<file path="config.mk">
export PLATFORM = sky130hd
export DESIGN_NAME = matmul_sequencer_flat
export DESIGN_NICKNAME = d
export VERILOG_FILES = /design/src/rtl/matmul_sequencer_if.sv /design/src/rtl/matmul_sequencer.sv /design/src/flat_wrapper.sv
export SDC_FILE = /design/constraint.sdc
export NUM_CORES = 1
export LEC_CHECK = 0
export ABC_AREA = 0
export CAP_MARGIN = 20
export CORE_UTILIZATION = 41
export DETAILED_ROUTE_END_ITERATION = 16
export PLACE_DENSITY_LB_ADDON = 0.08
export SYNTH_ARGS = -nofsm -noshare
export SYNTH_HDL_FRONTEND = slang
export SYNTH_SLANG_ARGS = --single-unit
</file>
<file path="constraint.sdc">
create_clock -name clock -period 2.5 [get_ports clock]
set_input_delay 0.5 -clock clock [delete_from_list [all_inputs] [get_ports clock]]
set_output_delay 0.5 -clock clock [all_outputs]
set_load 0.01 [all_outputs]
</file>
<file path="src/rtl/matmul_sequencer_if.sv">
// Handshake, MAC strobe and ROM/RAM address bundle between the matmul sequencer
// (master) and the engine datapath / host (slave).
interface matmul_sequencer_if #(
  parameter int ADDR_WIDTH = 7,
  parameter int CNT_WIDTH  = 24
);
  logic                  start;
  logic                  stall;
  logic                  busy;
  logic                  done;
  logic                  clear;
  logic                  mult;
  logic                  sum;
  logic                  write;
  logic [ADDR_WIDTH-1:0] a_addr;
  logic [ADDR_WIDTH-1:0] b_addr;
  logic [ADDR_WIDTH-1:0] c_addr;
  logic [ADDR_WIDTH-1:0] d_addr;
  logic [CNT_WIDTH-1:0]  cycle_count;

  modport master (
    input  start, stall,
    output busy, done, clear, mult, sum, write,
    output a_addr, b_addr, c_addr, d_addr, cycle_count
  );

  modport slave (
    output start, stall,
    input  busy, done, clear, mult, sum, write,
    input  a_addr, b_addr, c_addr, d_addr, cycle_count
  );
endinterface

</file>
<file path="src/rtl/matmul_sequencer.sv">
// Sequencer for D = A*B + C: walks (row, col, chunk) in row-major order, driving the
// MAC strobes and ROM/RAM word addresses behind a start/busy/done handshake.
module matmul_sequencer #(
  parameter int ADDR_WIDTH = 7,
  parameter int ROWS       = 8,
  parameter int COLS       = 8,
  parameter int INNER      = 128,
  parameter int LANES      = 4,
  parameter int A_BASE     = 0,
  parameter int B_BASE     = 0,
  parameter int C_BASE     = 64,
  parameter int D_BASE     = 64,
  parameter int CNT_WIDTH  = 24
) (
  input  logic               clock,
  input  logic               reset,
  matmul_sequencer_if.master bus
);

  localparam int KW  = INNER / LANES;
  localparam int R_W = $clog2(ROWS + 1);
  localparam int C_W = $clog2(COLS + 1);
  localparam int K_W = $clog2(KW + 1);

  localparam logic [R_W-1:0]       ROW_LAST = R_W'(ROWS - 1);
  localparam logic [C_W-1:0]       COL_LAST = C_W'(COLS - 1);
  localparam logic [K_W-1:0]       K_LAST   = K_W'(KW - 1);
  localparam logic [CNT_WIDTH-1:0] CNT_MAX  = {CNT_WIDTH{1'b1}};

  typedef enum logic [2:0] {
    ST_IDLE  = 3'd0,
    ST_CLEAR = 3'd1,
    ST_MULT  = 3'd2,
    ST_ADD   = 3'd3,
    ST_WRITE = 3'd4,
    ST_DONE  = 3'd5
  } state_t;

  state_t                state_r, state_s;
  logic [R_W-1:0]        row_r, row_s;
  logic [C_W-1:0]        col_r, col_s;
  logic [K_W-1:0]        k_r, k_s;
  logic [CNT_WIDTH-1:0]  cnt_r, cnt_s;
  logic [ADDR_WIDTH-1:0] a_addr_r, a_addr_s;
  logic [ADDR_WIDTH-1:0] b_addr_r, b_addr_s;
  logic [ADDR_WIDTH-1:0] c_addr_r, c_addr_s;
  logic [ADDR_WIDTH-1:0] d_addr_r, d_addr_s;
  logic                  busy_r, busy_s;
  logic                  done_r, done_s;
  logic                  in_busy_s;
  logic                  clear_s, mult_s, sum_s, write_s;

  // Word address of element (major, minor) in a matrix laid out with the given stride.
  function automatic logic [ADDR_WIDTH-1:0] addr_of(input int base, input int major,
                                                    input int stride, input int minor);
    addr_of = ADDR_WIDTH'(base + major * stride + minor);
  endfunction

  // Busy-state decode of the registered state, used by the cycle counter.
  always_comb begin
    in_busy_s = 1'b0;
    case (state_r)
      ST_CLEAR, ST_MULT, ST_ADD, ST_WRITE: in_busy_s = 1'b1;
      default:                             in_busy_s = 1'b0;
    endcase
  end

  // Next state, loop indices and saturating cycle counter; stall freezes the busy states.
  always_comb begin
    state_s = state_r;
    row_s   = row_r;
    col_s   = col_r;
    k_s     = k_r;
    cnt_s   = cnt_r;
    if (in_busy_s && !bus.stall && (cnt_r != CNT_MAX)) begin
      cnt_s = cnt_r + CNT_WIDTH'(1);
    end else begin
      cnt_s = cnt_r;
    end
    case (state_r)
      ST_IDLE: begin
        if (bus.start) begin
          state_s = ST_CLEAR;
          row_s   = '0;
          col_s   = '0;
          k_s     = '0;
          cnt_s   = '0;
        end else begin
          state_s = ST_IDLE;
        end
      end
      ST_CLEAR: begin
        if (bus.stall) begin
          state_s = ST_CLEAR;
        end else begin
          state_s = ST_MULT;
        end
      end
      ST_MULT: begin
        if (bus.stall) begin
          state_s = ST_MULT;
        end else if (k_r == K_LAST) begin
          state_s = ST_ADD;
          k_s     = '0;
        end else begin
          k_s = k_r + K_W'(1);
        end
      end
      ST_ADD: begin
        if (bus.stall) begin
          state_s = ST_ADD;
        end else begin
          state_s = ST_WRITE;
        end
      end
      ST_WRITE: begin
        if (bus.stall) begin
          state_s = ST_WRITE;
        end else begin
          state_s = ((row_r == ROW_LAST) && (col_r == COL_LAST)) ? ST_DONE : ST_CLEAR;
          if (col_r == COL_LAST) begin
            col_s = '0;
            row_s = row_r + R_W'(1);
          end else begin
            col_s = col_r + C_W'(1);
          end
        end
      end
      ST_DONE: state_s = ST_IDLE;
      default: state_s = ST_IDLE;
    endcase
  end

  // Addresses and status for the state being entered, so they line up with its strobe.
  always_comb begin
    a_addr_s = addr_of(A_BASE, int'(row_s), KW, int'(k_s));
    b_addr_s = addr_of(B_BASE, int'(col_s), KW, int'(k_s));
    c_addr_s = addr_of(C_BASE, int'(row_s), COLS, int'(col_s));
    d_addr_s = addr_of(D_BASE, int'(row_s), COLS, int'(col_s));
    busy_s   = 1'b0;
    done_s   = 1'b0;
    case (state_s)
      ST_CLEAR, ST_MULT, ST_ADD, ST_WRITE: busy_s = 1'b1;
      ST_DONE:                             done_s = 1'b1;
      default: begin
        busy_s = 1'b0;
        done_s = 1'b0;
      end
    endcase
  end

  // MAC/RAM strobes: one per busy state, all suppressed while stalled.
  always_comb begin
    clear_s = 1'b0;
    mult_s  = 1'b0;
    sum_s   = 1'b0;
    write_s = 1'b0;
    if (!bus.stall) begin
      case (state_r)
        ST_CLEAR: clear_s = 1'b1;
        ST_MULT:  mult_s  = 1'b1;
        ST_ADD:   sum_s   = 1'b1;
        ST_WRITE: write_s = 1'b1;
        default:  clear_s = 1'b0;
      endcase
    end else begin
      clear_s = 1'b0;
    end
  end

  // State, index, counter and registered-output update with asynchronous reset.
  always_ff @(posedge clock or posedge reset) begin
    if (reset) begin
      state_r  <= ST_IDLE;
      row_r    <= '0;
      col_r    <= '0;
      k_r      <= '0;
      cnt_r    <= '0;
      a_addr_r <= addr_of(A_BASE, 0, 0, 0);
      b_addr_r <= addr_of(B_BASE, 0, 0, 0);
      c_addr_r <= addr_of(C_BASE, 0, 0, 0);
      d_addr_r <= addr_of(D_BASE, 0, 0, 0);
      busy_r   <= 1'b0;
      done_r   <= 1'b0;
    end else begin
      state_r  <= state_s;
      row_r    <= row_s;
      col_r    <= col_s;
      k_r      <= k_s;
      cnt_r    <= cnt_s;
      a_addr_r <= a_addr_s;
      b_addr_r <= b_addr_s;
      c_addr_r <= c_addr_s;
      d_addr_r <= d_addr_s;
      busy_r   <= busy_s;
      done_r   <= done_s;
    end
  end

  assign bus.busy        = busy_r;
  assign bus.done        = done_r;
  assign bus.clear       = clear_s;
  assign bus.mult        = mult_s;
  assign bus.sum         = sum_s;
  assign bus.write       = write_s;
  assign bus.a_addr      = a_addr_r;
  assign bus.b_addr      = b_addr_r;
  assign bus.c_addr      = c_addr_r;
  assign bus.d_addr      = d_addr_r;
  assign bus.cycle_count = cnt_r;

endmodule

</file>
<file path="src/flat_wrapper.sv">
// flat-port wrapper written by rule: the top's interface ports become plain ports
module matmul_sequencer_flat 
#(
  parameter int ADDR_WIDTH = 7,
  parameter int ROWS       = 8,
  parameter int COLS       = 8,
  parameter int INNER      = 128,
  parameter int LANES      = 4,
  parameter int A_BASE     = 0,
  parameter int B_BASE     = 0,
  parameter int C_BASE     = 64,
  parameter int D_BASE     = 64,
  parameter int CNT_WIDTH  = 24
)
  (clock, reset, bus_start, bus_stall, bus_busy, bus_done, bus_clear, bus_mult, bus_sum, bus_write, bus_a_addr, bus_b_addr, bus_c_addr, bus_d_addr, bus_cycle_count);
  matmul_sequencer_if #(.ADDR_WIDTH(ADDR_WIDTH), .CNT_WIDTH(CNT_WIDTH)) bus_i ();
  input  logic clock;
  input  logic reset;
  input wire logic [$bits(bus_i.start)-1:0] bus_start;
  input wire logic [$bits(bus_i.stall)-1:0] bus_stall;
  output wire logic [$bits(bus_i.busy)-1:0] bus_busy;
  output wire logic [$bits(bus_i.done)-1:0] bus_done;
  output wire logic [$bits(bus_i.clear)-1:0] bus_clear;
  output wire logic [$bits(bus_i.mult)-1:0] bus_mult;
  output wire logic [$bits(bus_i.sum)-1:0] bus_sum;
  output wire logic [$bits(bus_i.write)-1:0] bus_write;
  output wire logic [$bits(bus_i.a_addr)-1:0] bus_a_addr;
  output wire logic [$bits(bus_i.b_addr)-1:0] bus_b_addr;
  output wire logic [$bits(bus_i.c_addr)-1:0] bus_c_addr;
  output wire logic [$bits(bus_i.d_addr)-1:0] bus_d_addr;
  output wire logic [$bits(bus_i.cycle_count)-1:0] bus_cycle_count;
  assign bus_i.start = bus_start;
  assign bus_i.stall = bus_stall;
  assign bus_busy = bus_i.busy;
  assign bus_done = bus_i.done;
  assign bus_clear = bus_i.clear;
  assign bus_mult = bus_i.mult;
  assign bus_sum = bus_i.sum;
  assign bus_write = bus_i.write;
  assign bus_a_addr = bus_i.a_addr;
  assign bus_b_addr = bus_i.b_addr;
  assign bus_c_addr = bus_i.c_addr;
  assign bus_d_addr = bus_i.d_addr;
  assign bus_cycle_count = bus_i.cycle_count;
  matmul_sequencer #(.ADDR_WIDTH(ADDR_WIDTH), .ROWS(ROWS), .COLS(COLS), .INNER(INNER), .LANES(LANES), .A_BASE(A_BASE), .B_BASE(B_BASE), .C_BASE(C_BASE), .D_BASE(D_BASE), .CNT_WIDTH(CNT_WIDTH)) u_core (.clock(clock), .reset(reset), .bus(bus_i));
endmodule
</file>
# After elaboration in Yosys (flattened, before gate mapping)
# Cells that the tools add are included.
# totals
ff_bits	64
out_inout_bits	58
inputBits	4
elab_cells	72
# op_classes
reduce_logical	7
mux	34
add_sub_neg	8
eq_ne	13
# op_table
operator	n
24-bit 2-to-1 mux	3
24-bit by 1-bit adder with 24-bit output (second input constant)	1
4-bit 2-to-1 mux	6
24-bit inequality test (second input constant)	1
6-bit 2-to-1 mux	3
4-bit one-hot mux with 2 select lines	2
3-bit 2-to-1 mux	5
3-bit one-hot mux with 5 select lines	1
7-bit by 6-bit adder with 7-bit output	2
3-bit by 2-bit equality test with 1-bit output (second input constant)	4
1-bit 2-to-1 mux	12
6-bit one-hot mux with 2 select lines	1
3-bit equality test (second input constant)	3
4-bit by 1-bit adder with 4-bit output (second input constant)	2
4-bit by 3-bit equality test with 1-bit output (second input constant)	2
4-bit OR reduction	2
7-bit by 5-bit adder with 7-bit output	1
7-bit adder (first input constant)	1
6-bit by 1-bit adder with 6-bit output (second input constant)	1
3-bit by 1-bit equality test with 1-bit output (second input constant)	2
6-bit by 5-bit equality test with 1-bit output (second input constant)	1
1-bit logical AND	3
3-bit zero test	1
2-bit 2-to-1 mux	1
1-bit zero test	1

# Depth between registers and ports, before layout
# Gate-level depths: netlist of run 1.
# depth
ltp_word	8
depth_mapped	9
mapped_depth_nobuf	8

# Worst setup path before layout of run 1
# OpenSTA, ideal clock, no wires.
# synth_timing
kind	input-to-reg
start	in bus_stall
end	reg u_core.c_addr_r[5] (netlist: u_core.bus.c_addr[5])
setup_time_ps	135
slack_ps	165
arrival_time_ps	2200
required_time_ps	2365
path_stages	7
n_path_buf	1
path_cell_list	clkbuf_1 > or4b_1 > nor3_2 > mux2i_1 > ha_1 > ha_1 > xor2_1
# synth_via
elab_chain_cells	4
word_cells_on_any_way	6
classes_between	add/sub (2); mux (4)
# synth_rtl
item	line	rtl
start, declared	flat_wrapper.sv:20	input wire logic [$bits(bus_i.stall)-1:0] bus_stall;
4-bit 2-to-1 mux	matmul_sequencer.sv:117	if (bus.stall) begin
4-bit one-hot mux with 2 select lines	matmul_sequencer.sv:80	case (state_r)
named net u_core.row_s[0]	matmul_sequencer.sv:40	logic [R_W-1:0] row_r, row_s;
7-bit adder	matmul_sequencer.sv:56	addr_of = ADDR_WIDTH'(base + major * stride + minor);
7-bit by 5-bit adder with 7-bit output	matmul_sequencer.sv:56	
named net u_core.c_addr_s[5]	matmul_sequencer.sv:46	logic [ADDR_WIDTH-1:0] c_addr_r, c_addr_s;
end signal, assigned	matmul_sequencer.sv:181	c_addr_r <= addr_of(C_BASE, 0, 0, 0);
end signal, assigned	matmul_sequencer.sv:193	c_addr_r <= c_addr_s;
end, declared	matmul_sequencer.sv:46	
# The timed path passes the listed nets, and every way through them passes these cells.

# Worst setup path after layout of run 1
# layout_timing
start	in bus_stall
end	out bus_write
# layout_via
elab_chain_cells	1
# layout_rtl
item	line	rtl
1-bit 2-to-1 mux	matmul_sequencer.sv:158	if (!bus.stall) begin
end, declared	flat_wrapper.sv:26	output wire logic [$bits(bus_i.write)-1:0] bus_write;
# No other way between the ends.

==> results.ini, run 1 <==
[run_status]
status = finished, final reports clean

[floorplan]
die_y_um = 85.3
dieArea_sq_mm = 0.00727
num_rows = 29
pin_count = 62
core-area_sq_mm = 0.00653
start_util_pct = 43.5
fp.dieW_um = 85.3

[synthesis]
synthArstFlopShare_pct = 100
synthDistinctLibCells = 52
synth-seq-area-share_pct = 44.9
synthTopCellsByCount = 50 x dfrtp_1, 38 x nand2_1, 21 x nor2_1, 20 x buf_4, 16 x a21oi_1
post-synth-top-count-cell = dfrtp_1
syn-cell-area_sq_mm = 0.00284
ys_warn_count = 0
synthTopCellsByArea = dfrtp_1 44%, buf_4 5.3%, nand2_1 5.0%, ha_1 3.5%, mux2i_1 3.2%
synth_edf_count = 0
yosys.area.top_type = dfrtp_1
ys_ff_latch = 51
synth_top_area_share_pct = 44.0
syn_nets = 314
ys_dominant_reg_cell = dfrtp_1
synth_area_per_cell_sq_um = 9.42
syn_inst = 302

[worst_setup_path]
crit_fanout = 3
arrival_ns = 1.84
cp-start-kind = input port
endpoint_kind = output port
cp.required_ns = 2.00
crit_type = input port to output port

[timing]
post-route-period-util_pct = 93.8
worst_hold_slack_ns = 0.527
hold_viol_final = 0
slew-limit-headroom_pct = 66.8
min_period_ns = 2.34
drv_slew = 0
fin_ws_ns = 0.155
worst_pin_slew_ns = 0.493
rsz0062_at_grt = false
setup-violations-final = 0
max_freq_ghz = 0.426
fin_skew_ns = 0.00883

[power]
ir_drop_mv = 0.466
finalPower_mw = 2.46
p_leak_nw = 1.65
power_density_mw_per_mm2 = 664

[cells_and_area]
post-route-util_pct = 56.8
final_nets = 380
n_antenna_cell = 0
drive_above_1_share_pct = 13.3
area.growth.synth_to_final_pct = 30.4
design_area_sq_mm = 0.00371

[drt]
viasPerCell = 5.47
drcViolationCount = 0
drt_iter0_drc = 60
first_pass_iters = 4
vias = 2441
wl_um = 6420
wl_per_cell_um = 14.4
ant_nets = 0

[global_route]
antenna_found_initial = 0
grt_pass1_wl_um = 10800
grt_overflow = 0
grt-busiest-layer = met2
grt_max_degree = 52
met2_usage_pct = 32.6
grtUsageMet1_pct = 24.0
use_met3_pct = 3.02
grt_usage_pct = 18.7
grt_pass1_vias = 2305

[run]
drv_cap = 0

[clock_network]
cts_hold_buf = 0
numCtsBuffers = 5
cts_tree = done
cts.sinks = 51
h-tree-depth = 2
clk_pin_slew_worst_paths_ns = 0.10
clkLatencyLatePin_ns = 0.31
cts-root-buf = clkbuf_8
clockBufferDepth = 2

[placed_design]
portBuffers = 61
placed_area_sq_mm = 0.00356
gp_congestion = 0.752
pre_cts_slack_ns = -0.153
hpwlAfterDp_um = 4580

[hold_path]
hp-class = input port to asynchronous set/reset pin

cells by family (layout without fill, tap and decap cells):
| group | after synthesis | in the layout | share of synthesized area (%) |
|---|---|---|---|
| AOI/OAI and AO/OA | 58 | 58 | 13.0 |
| buffers and inverters | 37 | 104 | 7.61 |
| DFF | 51 | 51 | 44.9 |
| xor gates and xnor gates | 12 | 12 | 3.70 |
| muxes | 9 | 9 | 3.17 |
| adders and majority gates | 8 | 8 | 3.52 |
| and+or+nand+nor | 127 | 127 | 24.1 |
layer usage:
layer	wire length (um)	share of wire, %
met5	0	0
met4	72	1.1
met3	235	3.7
met2	3190	50
met1	2920	45
final timing paths:
check,cells past startpoint,start,slack [ns],endpoint
setup / recovery,4,bus_stall,0.16,bus_write
hold / removal,3,reset,0.53,u_core.bus.cycle_count[13]$_DFF_PP0_
min in group clock,1,u_core.bus.cycle_count[6]$_DFF_PP0_,0.54,u_core.bus.cycle_count[6]$_DFF_PP0_
max in group asynchronous,3,reset,1.69,u_core.bus.c_addr[6]$_DFF_PP1_
hold reg to reg,1,u_core.bus.cycle_count[6]$_DFF_PP0_,0.54,u_core.bus.cycle_count[6]$_DFF_PP0_
setup reg to reg,6,u_core.state_r[0]$_DFF_PP0_,0.28,u_core.bus.c_addr[5]$_DFF_PP0_
final cells by class:
| cell class | count | area, sq um |
|---|---|---|
| Clock inverter | 2 | 35.0 |
| Tap cell | 77 | 96.3 |
| Multi-Input combinational cell | 214 | 1360 |
| Sequential cell | 51 | 1280 |
| Clock buffer | 6 | 82.6 |
| Inverter | 8 | 30.0 |
| Fill cell | 582 | 2820 |
| Timing Repair Buffer | 88 | 825 |
critical path, stage by stage:
cell             delay (ns)
clkdlybuf4s50_1        0.43
or4b_4                 0.58
inv_2                  0.07
dlygate4sd2_1          0.26
power breakdown:
group | leakage [nW] | internal [mW] | switching, mW
combinational | 0.896 | 0.416 | 0.413
clock | 0.0612 | 0.324 | 0.280
sequential | 0.694 | 0.907 | 0.121
total | 1.65 | 1.65 | 0.815
cells in the final DEF (no fill, tap or decap), types with 3 or more instances in the layout:
cell	n
clkbuf_8	6
and4_1	3
dlygate4sd2_1	3
nand2b_1	3
ha_1	8
nor3_1	9
o31ai_1	7
clkdlybuf4s50_1	57
nand3_1	13
nor4_1	5
xor2_1	7
dfrtp_1	49
or4_1	5
a21oi_1	16
a31oi_1	5
and3_1	6
o211ai_1	3
nand2_1	38
buf_4	26
nand4_1	4
o21ai_0	14
xnor2_1	5
nor2_1	20
mux2i_1	9
inv_1	6
stage by stage:
stage | TNS [ns] | instances
after detailed placement | -1.03 | 436
after global placement | -1.09 | 436
final | 0 | 446
after global routing | 0 | 446
after CTS | 0 | 444
after floorplan | 0 | 302
timing repair:
action | in CTS | in global routing
resized for setup | 6 | 2
buffers inserted | 0 | 2
endpoints found under the setup margin | 4 | 1
Power figures use the tool's default switching activity.
==> run 2: changes to the inputs <==
--- a/config.mk
+++ b/config.mk
@@ -13,3 +13,4 @@
 export SYNTH_ARGS = -nofsm -noshare
 export SYNTH_HDL_FRONTEND = slang
 export SYNTH_SLANG_ARGS = --single-unit
+export TNS_END_PERCENT = 100
==> results of run 2 <==
No change in the layout: final DEF, timing and power equal those of run 1.
==> run 3: changes to the inputs <==
--- a/config.mk
+++ b/config.mk
@@ -9,7 +9,9 @@
 export CAP_MARGIN = 20
 export CORE_UTILIZATION = 41
 export DETAILED_ROUTE_END_ITERATION = 16
+export HOLD_SLACK_MARGIN = 0.03
 export PLACE_DENSITY_LB_ADDON = 0.08
+export SETUP_SLACK_MARGIN = 0.2
 export SYNTH_ARGS = -nofsm -noshare
 export SYNTH_HDL_FRONTEND = slang
 export SYNTH_SLANG_ARGS = --single-unit
==> run 3 against run 2 <==
Compared with the run above:
- critical path depth up 3
- count of clock-buffer cells in the layout fell by 1
- total power is 3.8% lower
- clock power down 14%
- final cell count is 0.45% lower
- die area unchanged
- register-to-register slack about the same
==> results.ini, run 3 (synthesis results as in run 1) <==
[cells_and_area]
drive_above_1_share_pct = 13.1
design_area_sq_mm = 0.00365
layout_common_cells = 56 x clkdlybuf4s50_1, 47 x dfrtp_1, 38 x nand2_1
final_nets = 378
area.growth.synth_to_final_pct = 28.4
fill_cells = 613
n_antenna_cell = 0
final_common_cell = clkdlybuf4s50_1

[worst_setup_path]
crit_type = flop to flop
cpMaxStageDelayCell = or4b_4
crit_fanout = 11
crit_chain = buf_4 > or4b_4 > nor3_2 > mux2i_1 > ha_1 > ha_1 > xor2_1
endpoint_kind = flop
slowest_delay_ns = 0.50
cpMostUsedCell = ha_1
cp-start-kind = flop
cp.required_ns = 2.76
arrival_ns = 2.47
path_buf_inv = 1
crit_family = simple AND/OR/NAND/NOR gates

[drt]
ant_nets = 0
vias = 2411
wl_um = 6510
drt_iter0_drc = 104
viasPerCell = 5.43
drcViolationCount = 0
wl_per_cell_um = 14.7
first_pass_iters = 4

[timing]
rsz0062_at_grt = false
drv_slew = 0
min_period_ns = 2.21
post-route-period-util_pct = 88.4
setup-violations-final = 0
fin_ws_ns = 0.290
max_freq_ghz = 0.453
fin_skew_ns = 0.0149
worst_pin_slew_ns = 0.582
hold_viol_final = 0
slew-limit-headroom_pct = 61.1

[placed_design]
portBuffers = 61
placed_area_sq_mm = 0.00353
pre_cts_slack_ns = -0.192
hpwlAfterDp_um = 4690
gp_congestion = 0.783

[global_route]
grt_usage_pct = 18.9
grt_pass1_vias = 2286
antenna_found_initial = 0
grt_pass1_wl_um = 10900
grt_overflow = 0
grt_max_degree = 28

[clock_network]
clockBufferDepth = 2
numCtsBuffers = 5
cts_tree = done
cts-root-buf = clkbuf_8
clk_pin_slew_worst_paths_ns = 0.12
clkLatencyLatePin_ns = 0.32
cts.sinks = 51
h-tree-depth = 2
cts_hold_buf = 0

[power]
p_leak_nw = 1.61
power_density_mw_per_mm2 = 649
ir_drop_mv = 0.306
finalPower_mw = 2.37

[hold_path]
hp-class = flop to flop

[floorplan]
die_y_um = 85.3
core-area_sq_mm = 0.00653
num_rows = 29
fp.dieW_um = 85.3
pin_count = 62
start_util_pct = 43.5
dieArea_sq_mm = 0.00727

[run_status]
status = finished, final reports clean

[run]
drv_cap = 0

-- run 3: cell count changes in the layout (fill, tap and decap cells not counted), moves of 2 or more --
cell	delta
dfrtp_2	+2
inv_6	+2
dlygate4sd2_1	+2
dfrtp_1	-2
-- run 3: worst paths after layout --
kind	startpoint	to	slack, ns	cells past startpoint
min	u_core.bus.cycle_count[9]$_DFF_PP0_	u_core.bus.cycle_count[9]$_DFF_PP0_	0.54	1
min in group asynchronous	reset	u_core.bus.cycle_count[18]$_DFF_PP0_	0.55	2
min reg2reg	u_core.bus.cycle_count[9]$_DFF_PP0_	u_core.bus.cycle_count[9]$_DFF_PP0_	0.54	1
max in group asynchronous	reset	asynchronous set/reset pin	1.33	3
max reg2reg	u_core.state_r[2]$_DFF_PP0_	u_core.bus.c_addr[5]$_DFF_PP0_	0.29	7
max	u_core.state_r[2]$_DFF_PP0_	u_core.bus.c_addr[5]$_DFF_PP0_	0.29	7
-- run 3: per-stage QoR --
step / TNS [ns] / std cells / util, % / hold slack [ns]
final: 0 / 444 / 55.9 / 0.538
after global routing: 0 / 444 / 55.9 / 0.553
after CTS: 0 / 443 / 55.8 / 0.538
after detailed placement: -0.915 / 433 / 54.1 / 0.522
after global placement: -0.671 / 433 / 54.1 / 0.514
after floorplan: 0 / 302 / - / 0.511
-- run 3: per-layer routing --
metal	vias to the layer above	global-route usage, %	wire [um]
li1	1198	-	-
met1	1157	24.5	3060
met2	50	32.4	3140
met3	6	3.02	219
met4	0	5.91	80
met5	-	0	0
-- run 3: repair_timing --
| item | 4_1_cts | 5_1_grt |
|---|---|---|
| cloned | 0 | 0 |
| endpoints found under the setup margin | 7 | 1 |
| setup buffers | 2 | 1 |
| gates resized for setup | 9 | 0 |
-- run 3: layout make-up --
type                       instances  area [sq um]  area share (%)
clock buffer                       5          68.8            1.88
clock inverter                     3          26.3           0.720
inverter                           8          30.0           0.822
multi-input combinational        214          1360            37.1
sequential                        51          1280            35.1
tap                               77          96.3            2.64
timing repair buffer              86           792            21.7
-- run 3: report_power, final --
part           switching [mW]  leakage (nW)  internal [mW]
registers              0.0948         0.692          0.910
logic                   0.434         0.869          0.407
clock network           0.316        0.0491          0.207
